### src/rtl/mem_arb_pkg.sv
// Shared types and constants for the I/D-cache memory arbiter.
//   arb_state_e : arbiter service state
//   BLOCK_WORDS / WORD_IDX_W / BLOCK_OFF_LSB : cache block geometry
//   word_addr() : byte address of one word within a block
package mem_arb_pkg;

  typedef enum logic [1:0] {
    IDLE   = 2'd0,
    IFILL  = 2'd1,
    DFILL  = 2'd2,
    DWRITE = 2'd3
  } arb_state_e;

  localparam int BLOCK_WORDS   = 8;
  localparam int WORD_IDX_W    = 3;
  localparam int BLOCK_OFF_LSB = 1;
  // Lowest bit of the block tag (address bits above the in-block offset).
  localparam int TAG_LSB       = BLOCK_OFF_LSB + WORD_IDX_W;

  // Word addresses never carry out of the index field, so a fill can
  // never leave its 16-byte block.
  function automatic logic [15:0] word_addr(input logic [15:TAG_LSB]      tag,
                                            input logic [WORD_IDX_W-1:0] idx);
    return {tag, idx, {BLOCK_OFF_LSB{1'b0}}};
  endfunction

endpackage

### src/rtl/mem_arbiter_fill_sequencer.sv
// fill_sequencer: issue/receive counters for one block fill.
//   start     : grant of a fill in IDLE; latches tag_in, clears counters
//   tag_in    : block tag of the requester being granted
//   active    : a fill is in service
//   mem_valid : returned word this cycle
//   iss_en    : issue a read this cycle, iss_addr is its byte address
//   rcv_idx   : index of the word currently returning
//   rcv_we    : returned word is accepted
//   last      : accepted word is the final word of the block
module fill_sequencer
  import mem_arb_pkg::*;
(
  input  logic                  clk,
  input  logic                  rst,
  input  logic                  start,
  input  logic [15:TAG_LSB]     tag_in,
  input  logic                  active,
  input  logic                  mem_valid,
  output logic                  iss_en,
  output logic [15:0]           iss_addr,
  output logic [WORD_IDX_W-1:0] rcv_idx,
  output logic                  rcv_we,
  output logic                  last
);

  localparam logic [WORD_IDX_W-1:0] LAST_IDX = WORD_IDX_W'(BLOCK_WORDS - 1);

  logic [15:TAG_LSB]     tag_q, tag_d;
  logic [WORD_IDX_W-1:0] iss_q, iss_d;
  logic [WORD_IDX_W-1:0] rcv_q, rcv_d;
  // Set once all words have been issued; the issue counter itself wraps.
  logic                  iss_wrap_q, iss_wrap_d;

  assign iss_en   = active && !iss_wrap_q;
  assign iss_addr = iss_en ? word_addr(tag_q, iss_q) : 16'h0000;
  assign rcv_we   = active && mem_valid;
  assign rcv_idx  = rcv_q;
  assign last     = rcv_we && (rcv_q == LAST_IDX);

  always_comb begin
    tag_d      = tag_q;
    iss_d      = iss_q;
    rcv_d      = rcv_q;
    iss_wrap_d = iss_wrap_q;
    if (start) begin
      tag_d      = tag_in;
      iss_d      = '0;
      rcv_d      = '0;
      iss_wrap_d = 1'b0;
    end else if (active) begin
      if (iss_en) begin
        iss_d = iss_q + WORD_IDX_W'(1);
        if (iss_q == LAST_IDX) iss_wrap_d = 1'b1;
      end
      if (rcv_we) rcv_d = rcv_q + WORD_IDX_W'(1);
    end
  end

  always_ff @(posedge clk or posedge rst) begin
    if (rst) begin
      tag_q      <= '0;
      iss_q      <= '0;
      rcv_q      <= '0;
      iss_wrap_q <= 1'b0;
    end else begin
      tag_q      <= tag_d;
      iss_q      <= iss_d;
      rcv_q      <= rcv_d;
      iss_wrap_q <= iss_wrap_d;
    end
  end

endmodule

### src/rtl/mem_arbiter.sv
// mem_arbiter: shares one pipelined memory between I-cache fills,
// D-cache fills and D-cache write-through stores.
//   i_req/i_addr                 : I-cache block fill request
//   d_req/d_wr/d_addr/d_wdata    : D-cache fill or store request
//   mem_*                        : memory command / read return
//   fill_data/fill_word/*_fill_we: returned words routed to the granted cache
//   i_done/d_done/d_wr_ack       : completion pulses
//   i_grant/d_grant              : high while that side is in service
module mem_arbiter
  import mem_arb_pkg::*;
#(
  parameter int MEM_LAT     = 4,
  parameter int BLOCK_WORDS = 8
) (
  input  logic        clk,
  input  logic        rst,
  input  logic        i_req,
  input  logic [15:0] i_addr,
  input  logic        d_req,
  input  logic        d_wr,
  input  logic [15:0] d_addr,
  input  logic [15:0] d_wdata,
  input  logic [15:0] mem_rdata,
  input  logic        mem_valid,
  output logic        mem_en,
  output logic        mem_wr,
  output logic [15:0] mem_addr,
  output logic [15:0] mem_wdata,
  output logic [15:0] fill_data,
  output logic [2:0]  fill_word,
  output logic        i_fill_we,
  output logic        d_fill_we,
  output logic        i_done,
  output logic        d_done,
  output logic        d_wr_ack,
  output logic        i_grant,
  output logic        d_grant
);

  // The sequencer counts returns rather than cycles, so latency only has
  // to be positive; block geometry is fixed by the package.
  if (BLOCK_WORDS != mem_arb_pkg::BLOCK_WORDS || MEM_LAT < 1) begin : g_bad_cfg
    $error("mem_arbiter: unsupported BLOCK_WORDS/MEM_LAT");
  end

  arb_state_e state_q, state_d;

  logic                  fill_start;
  logic [15:TAG_LSB]     fill_tag;
  logic                  in_fill;
  logic                  seq_iss_en;
  logic [15:0]           seq_iss_addr;
  logic [WORD_IDX_W-1:0] seq_rcv_idx;
  logic                  seq_rcv_we;
  logic                  seq_last;

  // Offset bits of the I-side address are irrelevant to a block fill.
  logic unused_i_off;
  assign unused_i_off = ^i_addr[TAG_LSB-1:0];

  // D side wins in IDLE; a pending store defers an I fill but not a D fill.
  assign fill_start = (state_q == IDLE) && (d_req || (!d_wr && i_req));
  assign fill_tag   = d_req ? d_addr[15:TAG_LSB] : i_addr[15:TAG_LSB];
  assign in_fill    = (state_q == IFILL) || (state_q == DFILL);

  fill_sequencer u_seq (
    .clk       (clk),
    .rst       (rst),
    .start     (fill_start),
    .tag_in    (fill_tag),
    .active    (in_fill),
    .mem_valid (mem_valid),
    .iss_en    (seq_iss_en),
    .iss_addr  (seq_iss_addr),
    .rcv_idx   (seq_rcv_idx),
    .rcv_we    (seq_rcv_we),
    .last      (seq_last)
  );

  always_comb begin
    state_d = state_q;
    case (state_q)
      IDLE: begin
        if (d_req)      state_d = DFILL;
        else if (d_wr)  state_d = DWRITE;
        else if (i_req) state_d = IFILL;
      end
      IFILL, DFILL: if (seq_last) state_d = IDLE;
      DWRITE:       state_d = IDLE;
      default:      state_d = IDLE;
    endcase
  end

  always_ff @(posedge clk or posedge rst) begin
    if (rst) state_q <= IDLE;
    else     state_q <= state_d;
  end

  always_comb begin
    mem_en    = seq_iss_en;
    mem_wr    = 1'b0;
    mem_addr  = seq_iss_addr;
    mem_wdata = 16'h0000;
    fill_data = in_fill ? mem_rdata : 16'h0000;
    fill_word = in_fill ? seq_rcv_idx : '0;
    i_fill_we = (state_q == IFILL) && seq_rcv_we;
    d_fill_we = (state_q == DFILL) && seq_rcv_we;
    i_done    = (state_q == IFILL) && seq_last;
    d_done    = (state_q == DFILL) && seq_last;
    d_wr_ack  = 1'b0;
    i_grant   = (state_q == IFILL);
    d_grant   = (state_q == DFILL) || (state_q == DWRITE);
    if (state_q == DWRITE) begin
      mem_en    = 1'b1;
      mem_wr    = 1'b1;
      mem_addr  = d_addr;
      mem_wdata = d_wdata;
      d_wr_ack  = 1'b1;
    end
  end

endmodule

### config.mk
export PLATFORM = sky130hd
export DESIGN_NAME = mem_arbiter
export DESIGN_NICKNAME = d
export VERILOG_FILES = /design/src/rtl/mem_arb_pkg.sv /design/src/rtl/mem_arbiter_fill_sequencer.sv /design/src/rtl/mem_arbiter.sv
export SDC_FILE = /design/constraint.sdc
export NUM_CORES = 1
export LEC_CHECK = 0
export BUFFER_PORTS_ARGS = -buffer_cell sky130_fd_sc_hd__buf_2
export CORE_UTILIZATION = 30
export CTS_BUF_LIST = sky130_fd_sc_hd__clkbuf_8 sky130_fd_sc_hd__clkbuf_16
export DETAILED_ROUTE_END_ITERATION = 6
export PLACE_DENSITY = 0.66
export SETUP_SLACK_MARGIN = 0.05
export SLEW_MARGIN = 20
export SYNTH_ARGS = -nofsm -noshare
export SYNTH_HDL_FRONTEND = slang
export SYNTH_SLANG_ARGS = --single-unit
### constraint.sdc
create_clock -name clk -period 2.6 [get_ports clk]
set_clock_uncertainty 0.15 [all_clocks]
set_input_delay 0.26 -clock clk [delete_from_list [all_inputs] [get_ports clk]]
set_output_delay 0.26 -clock clk [all_outputs]
set_load 0.005 [all_outputs]
==> results of run 1 <==
[Yosys cell counts (all sizes together)]
library cell  instances  area [sq um]
mux2                 24           282
mux2i                 2          20.0
and2                 37           231
dfrtp                21           526
nor2b                 1          6.26
o41ai                 1          16.3
nand2b                2          12.5
xor2                  2          17.5
nand2                 4          15.0
buf                   9          76.3
and4                  1          8.76
or2                   1          6.26
a32o                  1          10.0
o2bb2ai               1          8.76
o21a                  1          7.51
a22o                 15           131
a21oi                 4          20.0
nand3                 2          10.0
a21bo                 1          10.0
clkbuf                5          18.8
ha                    9           113
and3                  2          12.5
inv                   4          15.0
nor2                  8          37.5
[power breakdown]
group | total, mW | internal, mW | switching [mW]
clock network | 0.207 | 0.105 | 0.102
logic | 1.36 | 0.726 | 0.631
registers | 0.567 | 0.472 | 0.0952
total | 2.13 | 1.30 | 0.827
[registers in the layout (all words and copies together) (netlist names)]
register          flops
u_seq.tag_q          12
u_seq.iss_q           3
u_seq.rcv_idx         3
state_q               2
u_seq.iss_wrap_q      1
[cells in the final DEF, fill, tap and decap left out, types with 2 or more instances in the layout]
cell type / n
buf_4: 4
dfrtp_1: 21
ha_1: 9
nand2_1: 4
a22o_1: 15
xor2_1: 2
nand3_1: 2
nand2b_1: 2
a21oi_1: 4
nor2_1: 7
mux2i_1: 2
inv_1: 5
clkbuf_8: 3
and3_1: 2
mux2_4: 3
mux2_2: 21
and2_1: 37
buf_2: 125
[metrics by stage]
stage / utilization (%) / cell area, sq um / worst slack [ns] / hold WS, ns
detailed placement: 44.0 / 2260 / 0.486 / 0.321
finish: 44.8 / 2300 / 0.251 / 0.00158
global route: 44.8 / 2300 / 0.0642 / 0.0821
CTS: 44.8 / 2300 / 0.204 / 0.0314
global placement: 44.0 / 2260 / 0.526 / 0.316
floorplan: - / 1610 / 0.657 / 0.0865
[cell families after synthesis]
family / after synthesis / share of synthesized area (%)
buffers and inverters: 18 / 6.83
multiplexers: 26 / 18.7
flip-flops: 21 / 32.6
adder cells (fa/ha/maj): 9 / 6.99
AND/OR/NAND/NOR: 58 / 21.1
AO/OA/AOI/OAI: 24 / 12.7
XOR/XNOR: 2 / 1.09
[layer usage]
layer	share of wire [%]	track usage (%)	vias to the layer above
met4	0.46	2.47	0
met3	6.3	2.12	2
met5	0	0	-
met2	49	22.3	61
li1	-	-	778
met1	44	16.7	691
[worst paths after layout]
kind                                           endpoint  slack [ns]  cells after the start
min in group clk                 state_q[1]$_DFFE_PP0P_        0.16                      3
setup reg to reg                 state_q[0]$_DFFE_PP0P_        0.79                      5
hold reg to reg            u_seq.iss_wrap_q$_DFFE_PP0P_        0.34                      2
max in group asynchronous        state_q[0]$_DFFE_PP0P_        1.79                      2
setup / recovery                           mem_addr[10]        0.25                      6
hold / removal               u_seq.tag_q[6]$_DFFE_PP0P_       0.002                      2
[area by class of cell]
| cell class | instances | area [sq um] | area share (%) |
|---|---|---|---|
| Clock inverter | 1 | 3.75 | 0.163 |
| Timing Repair Buffer | 129 | 656 | 28.4 |
| Multi-Input combinational cell | 119 | 976 | 42.3 |
| Inverter | 4 | 15.0 | 0.651 |
| Clock buffer | 3 | 41.3 | 1.79 |
| Tap cell | 70 | 87.6 | 3.80 |
| Sequential cell | 21 | 526 | 22.8 |
==> results.cfg, run 1 <==
[clock_tree]
clockRootBuffer = clkbuf_8
tritoncts.num_buffers = 3
cts_max_path_buffers = 2
clk_pin_slew_ns = 0.07
clock_sink_count = 21
cts_resized = 0
clock_latency_ns = 0.25
ctsHtreeMaxLevel = 1
cts.repair_timing.setup_buffer_count = 0
cts_tree = done
cts_hold_buf = 0

[setup_path]
arrival_ns = 1.94
combined_buffer_and_inverter_count_along_the_critical_path = 2
critical_path.startpoint_type = flop
timing.critical_path.fanout_max = 15
slowest_delay_ns = 0.40
crit_chain = inv_1 -> ha_1 -> nand2b_1 -> nor2_4 -> a22o_1 -> buf_2
regToRegStartpoint = state_q[0]$_DFFE_PP0P_
critPathTopFamily = simple AND/OR/NAND/NOR gates
critical_path_slowest_stage_cell = dfrtp_1
cp.required_ns = 2.19
endpoint_kind = output pin
timing_worst_setup_path_type = reg2out
worstSetupStartpoint = state_q[0]$_DFFE_PP0P_

[sta]
fin_crit_sh_pct = 90.3
worstMarginPinSlew_ns = 0.815
final.min_clock_period_ns = 2.35
grt_setup_unrepaired = false
relSlewSlack_pct = 45.6
timing_max_transition_violations_final = 0
hold_violations = 0
fmax_mhz = 426
setup_viol_count_final = 0
fin_setup_tns_ns = 0

[synth]
ys.warnings.count = 0
postSynthCellCount = 158
syn-mean-instance-area_sq_um = 10.2
sequential_share_of_the_synthesized_area_pct = 32.6
synth.ff_latch_count = 21
synth_fp_nets = 237
synth_cell_types = 29
syn_area_sq_um = 1610

[routing]
via_per_inst = 4.41
drt_iter0_markers = 58
totalWireLength_um = 3870
routed-via-count = 1532
routed_wire_length_per_instance_um = 11.2
route.antenna.remaining_nets = 0
first_pass_iters = 4
drt_drc_violations_left = 0

[cells_and_area]
post_route_cells_drive_above_1_share_pct = 57.8
finalNetCount = 357
num_antenna_cells = 0
fillerInstances = 539
area_delta_synth_final_pct = 43.0
layout.cells.non_filler = 347

[hold_path]
min_delay_path_class = in2async

[die]
die_width_um = 75.3
initial_utilization_pct = 31.4
coreArea_sq_um = 5140
io_pins = 130
floorplan.die_area_sq_um = 5670
core.rowCount = 26
die_height_um = 75.3

[outcome]
status = completed

[pwr]
irDropWorstVdd_mv = 0.455
cellPowerDensity_nw_per_um2 = 925
total_power_mw = 2.13
p_leak_nw = 1.34

[placement]
number_of_buffers_inserted_by_port_buffering = 125
hpwl_um = 3000
routabilityCongestion = 0.679
numPlacedInstances = 343

[grt]
antenna_found_initial = 0
grt_overflow_total = 0
grt_first_pass_wirelength_um = 5580
groute.usage.overall_pct = 12.8
pin_count_of_the_biggest_net_entering_global_routing = 30
vias_in_the_first_global_route = 1223

[flow_run]
drv.max_cap_violation_count = 0
Power figures use the tool's default switching activity.
==> run 2: changes to the inputs <==
--- a/config.mk
+++ b/config.mk
@@ -5,11 +5,12 @@
 export SDC_FILE = /design/constraint.sdc
 export NUM_CORES = 1
 export LEC_CHECK = 0
-export BUFFER_PORTS_ARGS = -buffer_cell sky130_fd_sc_hd__buf_2
-export CORE_UTILIZATION = 30
+export CORE_UTILIZATION = 56
 export CTS_BUF_LIST = sky130_fd_sc_hd__clkbuf_8 sky130_fd_sc_hd__clkbuf_16
 export DETAILED_ROUTE_END_ITERATION = 6
-export PLACE_DENSITY = 0.66
+export DONT_BUFFER_PORTS = 1
+export HOLD_SLACK_MARGIN = 0.03
+export PLACE_DENSITY = 0.73
 export SETUP_SLACK_MARGIN = 0.05
 export SLEW_MARGIN = 20
 export SYNTH_ARGS = -nofsm -noshare
==> run 2 against run 1 <==
Compared with the run above:
- wire length fell by 15%
- first-iteration DRC count fell by 34%
- count of clock-buffer cells in the layout did not move
- hold slack improved by 0.025 ns
==> results.cfg, run 2 (synthesis gave the netlist of run 1 again) <==
[outcome]
status = completed

[routing]
drt_iter0_markers = 38
first_pass_iters = 4
route.antenna.remaining_nets = 0
via_per_inst = 6.02
drt_drc_violations_left = 0
routed-via-count = 1114
routed_wire_length_per_instance_um = 17.9
totalWireLength_um = 3310

[pwr]
p_leak_nw = 0.781
cellPowerDensity_nw_per_um2 = 1100
irDropWorstVdd_mv = 0.729

[cells_and_area]
multi_input_area_sq_um = 976
finalNetCount = 234
layout.cells.most_common_list = and2_1, mux2_2, dfrtp_1
final_common_cell = and2_1
regArea_sq_um = 526
post_route_cells_drive_above_1_share_pct = 23.4
largest_register_ffs = 12
num_antenna_cells = 0
largest_register = u_seq.tag_q
area_delta_synth_final_pct = 2.48
fillerInstances = 237
layout.cells.non_filler = 185

[clock_tree]
cts_max_path_buffers = 2
clock_latency_ns = 0.25
clk_pin_slew_ns = 0.08
cts_resized = 0
clockRootBuffer = clkbuf_8
cts.repair_timing.setup_buffer_count = 0
tritoncts.num_buffers = 3
cts_hold_buf = 2
ctsHtreeMaxLevel = 1
cts_tree = done
clock_sink_count = 21

[sta]
hold_violations = 0
final.min_clock_period_ns = 2.25
fin_setup_tns_ns = 0
setup_viol_count_final = 0
relSlewSlack_pct = 48.9
fin_crit_sh_pct = 86.6
grt_setup_unrepaired = false
worstMarginPinSlew_ns = 0.766
timing_max_transition_violations_final = 0
fmax_mhz = 444

[grt]
vias_in_the_first_global_route = 1181
pin_count_of_the_biggest_net_entering_global_routing = 29
grt_overflow_total = 0
groute.usage.overall_pct = 21.2
antenna_found_initial = 0
grt_first_pass_wirelength_um = 5270

[setup_path]
cp.required_ns = 2.19
timing.critical_path.fanout_max = 15
arrival_ns = 1.84
endpoint_kind = output pin
timing_worst_setup_path_type = reg2out
worstRegToRegCells = 4
critical_path.startpoint_type = flop

[placement]
hpwl_um = 2580
routabilityCongestion = 0.720
number_of_buffers_inserted_by_port_buffering = 0
numPlacedInstances = 179

[hold_path]
worst_hold_path.num_cells = 2
min_delay_path_class = in2reg

[die]
die_width_um = 55.6
core.rowCount = 19
floorplan.die_area_sq_um = 3100
coreArea_sq_um = 2730
die_height_um = 55.6
initial_utilization_pct = 58.9
io_pins = 130

[flow_run]
drv.max_cap_violation_count = 0
run 2: cell types whose count changed in the layout (fill, tap and decap cells not counted), sizes merged:
| cell | change |
|---|---|
| buf | -125 |
| clkinv | +1 |
| dlygate4sd3 | +2 |
| inv | -1 |
run 2: metal layers:
metal | vias up | track usage, % | part of all wire [%]
met5 | - | 0 | 0
met4 | 0 | 4.64 | 0.57
met3 | 2 | 2.09 | 5.5
met1 | 525 | 22.4 | 38
met2 | 55 | 43.9 | 56
li1 | 532 | - | -
run 2: critical path, cell delays in order (launching register included):
cell	delay, ns
dfrtp_1	0.40
inv_1	0.10
ha_1	0.31
nand2b_1	0.20
nor2_4	0.36
a22o_1	0.22
run 2: worst paths after layout:
path	startpoint	end	slack, ns
hold reg to reg	u_seq.iss_wrap_q$_DFFE_PP0P_	u_seq.iss_wrap_q$_DFFE_PP0P_	0.36
min in group asynchronous	rst	u_seq.tag_q[10]$_DFFE_PP0P_	0.44
setup reg to reg	state_q[0]$_DFFE_PP0P_	u_seq.tag_q[6]$_DFFE_PP0P_	0.60
setup / recovery	state_q[0]$_DFFE_PP0P_	mem_addr[3]	0.35
max in group asynchronous	rst	u_seq.tag_q[11]$_DFFE_PP0P_	1.37
hold / removal	d_wr	state_q[1]$_DFFE_PP0P_	0.03
run 2: cell type report:
type / instances / area share (%)
inverter: 4 / 0.909
sequential: 21 / 31.8
tap: 31 / 2.35
clock buffer: 3 / 2.50
multi-input combinational: 119 / 59.1
clock inverter: 1 / 0.303
timing repair buffer: 6 / 3.03
run 2: metrics by stage:
stage / total power, mW / utilization, % / hold WS [ns] / setup slack (ns) / cell area, sq um
6_report: 1.81 / 60.4 / 0.0269 / 0.347 / 1650
5_1_grt: 1.95 / 60.4 / 0.0624 / 0.215 / 1650
4_1_cts: 1.83 / 60.4 / 0.0300 / 0.332 / 1650
3_5_place_dp: 1.62 / 58.0 / 0.180 / 0.590 / 1590
3_3_place_gp: 1.58 / 58.0 / 0.176 / 0.658 / 1590
2_1_floorplan: 1.48 / - / 0.0865 / 0.657 / 1610
run 2: power breakdown:
group          leakage (nW)  switching (mW)  total (mW)  internal (mW)
registers             0.260          0.0983       0.570          0.472
clock network        0.0255          0.0978       0.204          0.106
logic                 0.495           0.549        1.04          0.489
==> run 3: changes to the inputs <==
--- a/config.mk
+++ b/config.mk
@@ -9,6 +9,7 @@
 export CTS_BUF_LIST = sky130_fd_sc_hd__clkbuf_8 sky130_fd_sc_hd__clkbuf_16
 export DETAILED_ROUTE_END_ITERATION = 6
 export DONT_BUFFER_PORTS = 1
+export GPL_ROUTABILITY_DRIVEN = 0
 export HOLD_SLACK_MARGIN = 0.03
 export PLACE_DENSITY = 0.73
 export SETUP_SLACK_MARGIN = 0.05
==> constraint.sdc (replaced) <==
create_clock -name clk -period 2.6 [get_ports clk]
set_clock_uncertainty 0.15 [all_clocks]
set_input_delay 0.13 -clock clk [delete_from_list [all_inputs] [get_ports clk]]
set_output_delay 0.13 -clock clk [all_outputs]
set_load 0.005 [all_outputs]
==> run 3 against run 2 <==
Compared with the run above:
- critical path depth is 2 higher
- power is 4.4% higher
- register-to-register slack worse by 0.38 ns
- non-clock buffer count is 29 higher
- clock power hardly changed
- first-iteration DRC count is 26% higher
- wire length is 15% higher
- hold slack better by 0.20 ns
- sequential share of layout area is 4.7 points lower
==> results.cfg, run 3 (synthesis gave the netlist of run 1 again) <==
[outcome]
status = completed

[die]
die_height_um = 55.6
coreArea_sq_um = 2730
die_width_um = 55.6
core.rowCount = 19
floorplan.die_area_sq_um = 3100
io_pins = 130
initial_utilization_pct = 58.9

[sta]
worst_slack_ns = 0.224
relSlewSlack_pct = 48.3
timing_max_transition_violations_final = 0
grt_setup_unrepaired = false
fin_setup_tns_ns = 0
fmax_mhz = 421
hold_violations = 0
final.min_clock_period_ns = 2.38
setup_viol_count_final = 0
fin_crit_sh_pct = 91.4
fin_hold_ws_ns = 0.227
worstMarginPinSlew_ns = 0.775

[pwr]
power_frac_comb_pct = 59.1
p_switching_uw = 765
irDropWorstVdd_mv = 0.850
power_report.internal_total_mw = 1.13
pwr-share-seq_pct = 30.2
p_sw_share_pct = 40.4
cellPowerDensity_nw_per_um2 = 975
p_leak_nw = 0.907
total_power_mw = 1.89
clkPwrFrac_pct = 10.6

[clock_tree]
clock_latency_ns = 0.25
cts_tree = done
tritoncts.num_buffers = 3
cts_resized = 0
cts_max_path_buffers = 2
clk_pin_slew_ns = 0.07
ctsHtreeMaxLevel = 1
clock_sink_count = 21
clockRootBuffer = clkbuf_8

[routing]
via_per_inst = 5.95
first_pass_iters = 4
totalWireLength_um = 3800
routed_wire_length_per_instance_um = 17.7
drt_iter0_markers = 48
routed-via-count = 1274
route.antenna.remaining_nets = 0
drt_drc_violations_left = 0

[grt]
vias_in_the_first_global_route = 1256
grt_first_pass_wirelength_um = 5840
antenna_found_initial = 0
groute.usage.overall_pct = 24.1
grt_overflow_total = 0
pin_count_of_the_biggest_net_entering_global_routing = 29

[cells_and_area]
final_common_cell = and2_1
post_route_cells_drive_above_1_share_pct = 19.1
area_delta_synth_final_pct = 20.4
finalNetCount = 263
regArea_sq_um = 526
largest_register = u_seq.tag_q
final_util_pct = 71.0
largest_register_ffs = 12
postLayoutCellArea_sq_um = 1940
multi_input_area_sq_um = 976
layout.cells.non_filler = 214
num_antenna_cells = 0
fillerInstances = 212
layout.cells.most_common_list = and2_1, dlygate4sd3_1, mux2_2, dfrtp_1, a22o_1

[placement]
placement.cell_area_sq_um = 1590
detailedPlace.worstSlack_ns = 0.600
numPlacedInstances = 179
number_of_buffers_inserted_by_port_buffering = 0
hpwl_um = 2550

[flow_run]
drv.max_cap_violation_count = 0

[setup_path]
timing.critical_path.fanout_max = 27
cp.required_ns = 2.59
critical_path.startpoint_type = flop
arrival_ns = 2.36
regToRegStartpoint = state_q[0]$_DFFE_PP0P_
endpoint_kind = flop
worstSetupStartpoint = state_q[0]$_DFFE_PP0P_
timing_worst_setup_path_type = reg2reg
worstRegToRegCells = 7

[hold_path]
min_delay_path_class = in2out
worst_hold_path.num_cells = 1
worst_min_path_start = mem_rdata[0]
==> run 3: changes by cell type in the layout (fill, tap and decap cells not counted) <==
cell	before	now
inv_1	4	5
clkinv_2	1	0
dlygate4sd3_1	2	31
==> run 3: worst max-delay path, stage by stage, from the launching register on <==
cell and delay [ns]:
dfrtp_1 0.40, inv_1 0.10, ha_1 0.32, buf_4 0.21, a21bo_2 0.24, o41ai_2 0.08, a32o_1 0.20, dlygate4sd3_1 0.55
==> run 3: routing by layer <==
| layer | part of all wire [%] | vias up | track usage [%] | wire length (um) |
|---|---|---|---|---|
| met3 | 5.1 | 2 | 2.33 | 192 |
| li1 | - | 590 | - | - |
| met5 | 0 | - | 0 | 0 |
| met4 | 0.32 | 0 | 6.43 | 12 |
| met1 | 39 | 618 | 27.9 | 1470 |
| met2 | 56 | 64 | 46.6 | 2120 |
==> run 3: area by class of cell <==
class,count,area share [%]
inverters,4,0.774
flip-flops and latches,21,27.1
multi-input cells,119,50.3
repair buffers,35,17.5
clock inverters,1,0.193
well taps,31,2.00
clock buffers,3,2.13
==> run 3: path summary, 6_finish.rpt <==
check	end	slack [ns]
setup / recovery	state_q[0]$_DFFE_PP0P_	0.22
hold / removal	fill_data[0]	0.23
setup reg to reg	state_q[0]$_DFFE_PP0P_	0.22
hold reg to reg	u_seq.tag_q[7]$_DFFE_PP0P_	0.37
max in group asynchronous	u_seq.tag_q[12]$_DFFE_PP0P_	1.49
min in group asynchronous	u_seq.tag_q[10]$_DFFE_PP0P_	0.32
==> run 3: power by group through the flow <==
stage	sequential, mW	combinational (mW)	clock [mW]
2_1_floorplan	0.544	0.935	0
3_3_place_gp	0.565	1.01	0
3_5_place_dp	0.571	1.04	0
4_1_cts	0.567	1.12	0.207
5_1_grt	0.586	1.23	0.223
6_report	0.572	1.12	0.201
==> run 3: what timing repair did <==
item | in CTS | in global routing
hold endpoints to repair | 38 | 0
buffers inserted | 0 | 0
hold buffers | 31 | 0
